### config.mk
export PLATFORM = sky130hd
export DESIGN_NAME = ysyx_23060208_axil_rd_master
export DESIGN_NICKNAME = d
export VERILOG_FILES = /design/src/rtl/ysyx_23060208_axil_pkg.sv /design/src/rtl/ysyx_23060208_rd_timer.sv /design/src/rtl/ysyx_23060208_axil_rd_master.sv
export SDC_FILE = /design/constraint.sdc
export NUM_CORES = 1
export LEC_CHECK = 0
export CAP_MARGIN = 40
export CELL_PAD_IN_SITES_DETAIL_PLACEMENT = 0
export CELL_PAD_IN_SITES_GLOBAL_PLACEMENT = 1
export CORE_MARGIN = 5
export CORE_UTILIZATION = 33
export CTS_BUF_LIST = sky130_fd_sc_hd__clkbuf_16
export DETAILED_ROUTE_END_ITERATION = 7
export PLACE_DENSITY = 0.87
export SLEW_MARGIN = 5
export SYNTH_ARGS = -nofsm -noshare
export SYNTH_HDL_FRONTEND = slang
export SYNTH_HIERARCHICAL = 1
export SYNTH_SLANG_ARGS = --single-unit
### constraint.sdc
create_clock -name clk -period 3.3 [get_ports clk]
set_clock_uncertainty 0.1 [all_clocks]
set_input_delay 0.495 -clock clk [delete_from_list [all_inputs] [get_ports clk]]
set_output_delay 0.495 -clock clk [all_outputs]
set_load 0.03 [all_outputs]
### src/rtl/ysyx_23060208_axil_pkg.sv
// ----------------------------------------------------------------------------
// ysyx_23060208_axil_pkg
// Shared definitions for the AXI-Lite read initiator:
//   - AXI response encodings (RESP_OKAY/EXOKAY/SLVERR/DECERR)
//   - read-FSM state enum (ST_DRAIN exists only when AXIL_RD_TIMEOUT_EN is defined)
//   - resp_is_error(): classifies an R-channel response code
// Optional feature macro: AXIL_RD_TIMEOUT_EN
// ----------------------------------------------------------------------------
package ysyx_23060208_axil_pkg;

    localparam logic [1:0] RESP_OKAY   = 2'b00;
    localparam logic [1:0] RESP_EXOKAY = 2'b01;
    localparam logic [1:0] RESP_SLVERR = 2'b10;
    localparam logic [1:0] RESP_DECERR = 2'b11;

`ifdef AXIL_RD_TIMEOUT_EN
    typedef enum logic [2:0] {
        ST_IDLE  = 3'd0,
        ST_AR    = 3'd1,
        ST_R     = 3'd2,
        ST_RESP  = 3'd3,
        ST_DRAIN = 3'd4
    } rd_state_e;
`else
    typedef enum logic [2:0] {
        ST_IDLE  = 3'd0,
        ST_AR    = 3'd1,
        ST_R     = 3'd2,
        ST_RESP  = 3'd3
    } rd_state_e;
`endif

    // Anything other than OKAY is reported to the core as an error.
    function automatic logic resp_is_error(input logic [1:0] rresp);
        return (rresp != RESP_OKAY);
    endfunction

endpackage

### src/rtl/ysyx_23060208_rd_timer.sv
// ----------------------------------------------------------------------------
// ysyx_23060208_rd_timer
// Loadable up-counter with an expiry flag, used to bound the R-channel wait.
// Ports:
//   clk      in  clock (rising edge)
//   rst      in  asynchronous active-low reset
//   load     in  load count with load_val (has priority over en)
//   load_val in  value loaded on load
//   en       in  count one per cycle; saturates at LIMIT-1
//   expired  out en && count == LIMIT-1
// Only instantiated when AXIL_RD_TIMEOUT_EN is defined.
// ----------------------------------------------------------------------------
module ysyx_23060208_rd_timer #(
    parameter int unsigned LIMIT = 256
) (
    input  logic                                        clk,
    input  logic                                        rst,
    input  logic                                        load,
    input  logic [((LIMIT > 1) ? $clog2(LIMIT) : 1)-1:0] load_val,
    input  logic                                        en,
    output logic                                        expired
);

    localparam int unsigned   CW   = (LIMIT > 1) ? $clog2(LIMIT) : 1;
    localparam logic [CW-1:0] LAST = CW'(LIMIT - 1);
    localparam logic [CW-1:0] ONE  = CW'(1'b1);

    logic [CW-1:0] count_r;

    // Count register: load wins, otherwise count up while enabled until LAST.
    always_ff @(posedge clk or negedge rst) begin
        if (!rst) begin
            count_r <= '0;
        end else if (load) begin
            count_r <= load_val;
        end else if (en && (count_r != LAST)) begin
            count_r <= count_r + ONE;
        end else begin
            count_r <= count_r;
        end
    end

    assign expired = en && (count_r == LAST);

endmodule

### src/rtl/ysyx_23060208_axil_rd_master.sv
// ----------------------------------------------------------------------------
// ysyx_23060208_axil_rd_master
// AXI-Lite read initiator: takes one word read from the core, runs AR then R,
// and holds the response until the core takes it. One transaction in flight.
// Ports:
//   clk, rst (async active-low)
//   core side : req_valid/req_ready/req_addr, resp_valid/resp_ready/resp_rdata/resp_err
//   AXI side  : m_araddr/m_arvalid/m_arready, m_rdata/m_rresp/m_rvalid/m_rready
// Optional feature macro: AXIL_RD_TIMEOUT_EN -- bounds the R wait to
// TIMEOUT_CYCLES, reports a timeout as an error and drains the late R beat.
// ----------------------------------------------------------------------------
module ysyx_23060208_axil_rd_master
    import ysyx_23060208_axil_pkg::*;
#(
    parameter int unsigned ADDR_WIDTH     = 32,
    parameter int unsigned DATA_WIDTH     = 32,
    parameter int unsigned TIMEOUT_CYCLES = 256
) (
    input  logic                  clk,
    input  logic                  rst,
    input  logic                  req_valid,
    output logic                  req_ready,
    input  logic [ADDR_WIDTH-1:0] req_addr,
    output logic                  resp_valid,
    input  logic                  resp_ready,
    output logic [DATA_WIDTH-1:0] resp_rdata,
    output logic                  resp_err,
    output logic [ADDR_WIDTH-1:0] m_araddr,
    output logic                  m_arvalid,
    input  logic                  m_arready,
    input  logic [DATA_WIDTH-1:0] m_rdata,
    input  logic [1:0]            m_rresp,
    input  logic                  m_rvalid,
    output logic                  m_rready
);

    rd_state_e             state_r;
    rd_state_e             state_s;
    logic                  aligned_s;
    logic                  m_arvalid_r;
    logic                  m_rready_r;
    logic                  resp_valid_r;
    logic [DATA_WIDTH-1:0] resp_rdata_r;
    logic                  resp_err_r;
    logic [ADDR_WIDTH-1:0] m_araddr_r;

    assign aligned_s  = (req_addr[1:0] == 2'b00);
    assign req_ready  = (state_r == ST_IDLE);
    assign m_arvalid  = m_arvalid_r;
    assign m_rready   = m_rready_r;
    assign resp_valid = resp_valid_r;
    assign resp_rdata = resp_rdata_r;
    assign resp_err   = resp_err_r;
    assign m_araddr   = m_araddr_r;

`ifdef AXIL_RD_TIMEOUT_EN
    localparam int unsigned TW = (TIMEOUT_CYCLES > 1) ? $clog2(TIMEOUT_CYCLES) : 1;

    logic timeout_s;
    logic timed_out_r;

    // Timer is held at zero outside R, so every R entry starts from 0.
    ysyx_23060208_rd_timer #(
        .LIMIT    (TIMEOUT_CYCLES)
    ) u_rd_timer (
        .clk      (clk),
        .rst      (rst),
        .load     (state_r != ST_R),
        .load_val ({TW{1'b0}}),
        .en       (state_r == ST_R),
        .expired  (timeout_s)
    );

    // Remembers that the pending response came from a timeout so RESP exits to DRAIN.
    always_ff @(posedge clk or negedge rst) begin
        if (!rst) begin
            timed_out_r <= 1'b0;
        end else if (state_r == ST_IDLE) begin
            timed_out_r <= 1'b0;
        end else if (state_r == ST_R) begin
            timed_out_r <= timeout_s && !m_rvalid;
        end else begin
            timed_out_r <= timed_out_r;
        end
    end
`endif

    // Next-state logic. In IDLE req_ready is 1, so req_valid alone is the handshake.
    always_comb begin
        state_s = state_r;
        case (state_r)
            ST_IDLE: begin
                if (req_valid) state_s = aligned_s ? ST_AR : ST_RESP;
                else           state_s = ST_IDLE;
            end
            ST_AR: begin
                if (m_arready) state_s = ST_R;
                else           state_s = ST_AR;
            end
            ST_R: begin
                // A beat arriving on the expiry cycle wins over the timeout.
                if (m_rvalid)       state_s = ST_RESP;
`ifdef AXIL_RD_TIMEOUT_EN
                else if (timeout_s) state_s = ST_RESP;
`endif
                else                state_s = ST_R;
            end
            ST_RESP: begin
`ifdef AXIL_RD_TIMEOUT_EN
                if (resp_ready) state_s = timed_out_r ? ST_DRAIN : ST_IDLE;
`else
                if (resp_ready) state_s = ST_IDLE;
`endif
                else            state_s = ST_RESP;
            end
`ifdef AXIL_RD_TIMEOUT_EN
            ST_DRAIN: begin
                if (m_rvalid) state_s = ST_IDLE;
                else          state_s = ST_DRAIN;
            end
`endif
            default: state_s = ST_IDLE;
        endcase
    end

    // State register and handshake outputs, registered from the next state.
    always_ff @(posedge clk or negedge rst) begin
        if (!rst) begin
            state_r      <= ST_IDLE;
            m_arvalid_r  <= 1'b0;
            m_rready_r   <= 1'b0;
            resp_valid_r <= 1'b0;
        end else begin
            state_r      <= state_s;
            m_arvalid_r  <= (state_s == ST_AR);
`ifdef AXIL_RD_TIMEOUT_EN
            m_rready_r   <= (state_s == ST_R) || (state_s == ST_DRAIN);
`else
            m_rready_r   <= (state_s == ST_R);
`endif
            resp_valid_r <= (state_s == ST_RESP);
        end
    end

    // Address latch and response capture; values hold while waiting on the core.
    always_ff @(posedge clk or negedge rst) begin
        if (!rst) begin
            m_araddr_r   <= {ADDR_WIDTH{1'b0}};
            resp_rdata_r <= {DATA_WIDTH{1'b0}};
            resp_err_r   <= 1'b0;
        end else if ((state_r == ST_IDLE) && req_valid) begin
            if (aligned_s) begin
                m_araddr_r <= req_addr;
            end else begin
                resp_rdata_r <= {DATA_WIDTH{1'b0}};
                resp_err_r   <= 1'b1;
            end
        end else if ((state_r == ST_R) && m_rvalid) begin
            resp_rdata_r <= m_rdata;
            resp_err_r   <= resp_is_error(m_rresp);
`ifdef AXIL_RD_TIMEOUT_EN
        end else if ((state_r == ST_R) && timeout_s) begin
            resp_rdata_r <= {DATA_WIDTH{1'b0}};
            resp_err_r   <= 1'b1;
`endif
        end else begin
            m_araddr_r   <= m_araddr_r;
            resp_rdata_r <= resp_rdata_r;
            resp_err_r   <= resp_err_r;
        end
    end

endmodule

==> out/metrics.csv <==
metric,value,unit
placed inst area,0.00447,mm²
Via density,5.11,
WHS,0.385,ns
Worst Setup Slack post-DPL,1.00,ns
final hold violation count,0,
max frequency,0.443,GHz
number of iterations in the first detailed-routing pass,4,
cell count after synthesis,244,
HPWL after DPL,5900,µm
number of port buffers,140,
Final Net Count,452,
Max-Cap Viols,0,
Syn-to-layout area delta,58.6,%
vias in the first global route,2650,
Starting DRT DRC Count,81,
Syn Area/Cell,12.3,µm²
CTS tree,built,
Startpoint Class,register,
Clock transition at path regs,0.06,ns
Final setup viols,0,
WS Path Type,reg2out,
wire per inst,16.6,µm
# diodes,0,
"Slew Viols, Final",0,
Routed Antenna Nets,0,
setup bufs post-CTS,0,
largest net degree at the start of global routing,44,
PnR worst setup slack,1.04,ns
fin crit period,2.26,ns
Compound-Gate Fraction of Synth Area,16.8,%
CP required,2.70,ns
Final TNS setup,0,ns
mux contribution to synthesized area,12.0,%
synth warn,6,
Finished Cell Area,0.00475,mm²
unrepaired setup endpoints after global routing,no,
RePlAce Congestion,0.733,
post-synth net total,316,
CP Data Arrival Time,1.66,ns
hold-fix buffers at CTS,1,
vias post-DR,2517,
"FFs w/ async S/R, synth",100,%
P per Cell Area,1080,mW/mm²
Detailed Route WL,8180,µm
Die W,105,µm
HP Class,reg2reg,
initial antenna violation count,0,
Sink Count,70,
Synth Cell Area,0.00299,mm²
register bit total from synthesis,70,
clock latency on the worst-skew pair,0.31,ns
total grt overflow,0,
Die H,105,µm
All-Layer GR Usage,15.1,%
core area,0.00876,mm²
sequential fraction of the synthesis area,58.5,%
first-pass GRT wire length,13900,µm
Post-synth EDFFs,0,
Initial Util,34.2,%
Netlist cell types,23,
H-tree levels,3,
Main synth FF type,dfrtp_1,
period utilization,68.5,%
status,finished clean,
row cnt,34,
actual slew at the worst max-slew pin,0.561,ns
layout cell share with drive strength beyond 1,6.49,%
leakage,2.00,nW
Num CTS Buffers,9,
Synth Area in XOR/XNOR,0,%
Die Area,0.0111,mm²
CTS-repair resized insts,0,
Critical Path Sink Type,primary output,
Clock Tree Buf Depth,2,
crit-path max FO,9,
worst rel slew slack,62.5,%
post-synthesis adder-cell area fraction,0,%
IO Count,141,
"leading cell types in the layout, fill and taps excluded","clkdlybuf4s50_1 (139), dfrtp_1 (70), nand2_1 (34)",
"most common cell after layout, fill and taps aside",clkdlybuf4s50_1,
Simple-Gate Fraction of Synth Area,7.94,%
Root Driver,clkbuf_16,
worst-case vdd ir drop,0.000505,V
largest family of logic cells by synthesized area,compound AO/OA/AOI/OAI gates,
DRC viols,0,
==> area by class of cell <==
| class | count | area [µm²] |
|---|---|---|
| fill | 795 | 4020 |
| sequential | 70 | 1750 |
| timing repair buffer | 147 | 1470 |
| multi-input combinational | 148 | 1100 |
| clock buffer | 9 | 225 |
| tap | 108 | 135 |
| clock inverter | 7 | 42.5 |
| inverter | 4 | 15.0 |
==> power breakdown <==
part / leakage (nW) / internal [mW] / switching [mW] / total [mW]
logic: 1.02 / 1.17 / 1.51 / 2.68
clock network: 0.134 / 0.502 / 0.346 / 0.848
registers: 0.845 / 1.29 / 0.292 / 1.58
total: 2.00 / 2.96 / 2.15 / 5.11
==> critical path, cell delays in order, from the launching register on <==
cell             delay, ns
dfrtp_1               0.49
nor2_4                0.16
clkdlybuf4s50_1       0.70
==> synthesized netlist by cell type, types with 2 or more instances <==
cell type   n  area share, %
a21oi_1     2           0.33
a22oi_1    32            8.0
and2_1      2           0.42
and3_1      2           0.42
buf_1       2           0.25
buf_2       9            1.5
buf_6       4            1.5
clkbuf_1    7           0.88
clkinv_1    2           0.25
dfrtp_1    70             59
inv_1       2           0.25
mux2_1     30             11
nand2_1    34            4.3
nand2b_1    2           0.42
nor2_1      4           0.50
nor2_4      2           0.75
o211ai_1   32            8.0
==> final timing paths <==
check | from | endpoint | slack, ns | cells past startpoint
max | state_r[1] | req_ready | 1.04 | 2
min | m_araddr[1] | m_araddr[1] | 0.38 | 1
max reg2reg | state_r[0] | resp_err | 1.26 | 5
min reg2reg | m_araddr[1] | m_araddr[1] | 0.38 | 1
max in group asynchronous | rst | resp_rdata[10] | 2.02 | 3
min in group asynchronous | rst | resp_rdata[6] | 0.54 | 2
==> flip-flops by register name, indices dropped and copies added (netlist names) <==
name and count:
resp_rdata 32, m_rready 1, m_araddr 32, resp_valid 1
resp_err 1, m_arvalid 1, state_r 2
==> logic make-up after synthesis <==
family          Yosys count
simple gates             49
compound gates           68
buf+inv                  26
mux                      31
flops                    70
==> routing by layer <==
layer | vias up | track usage, % | wire [µm]
met5 | - | 0 | 0
met4 | 0 | 4.11 | 76
met3 | 7 | 4.52 | 638
met2 | 111 | 22.9 | 3820
met1 | 1233 | 21.2 | 3640
li1 | 1166 | - | -
==> metrics by stage <==
stage,utilization (%),power (mW),instances
2_1_floorplan,-,3.14,244
3_3_place_gp,50.6,4.22,474
3_5_place_dp,51.0,4.31,476
4_1_cts,54.2,5.18,493
5_1_grt,54.2,5.44,493
6_report,54.2,5.11,493
Power figures use the tool's default switching activity.
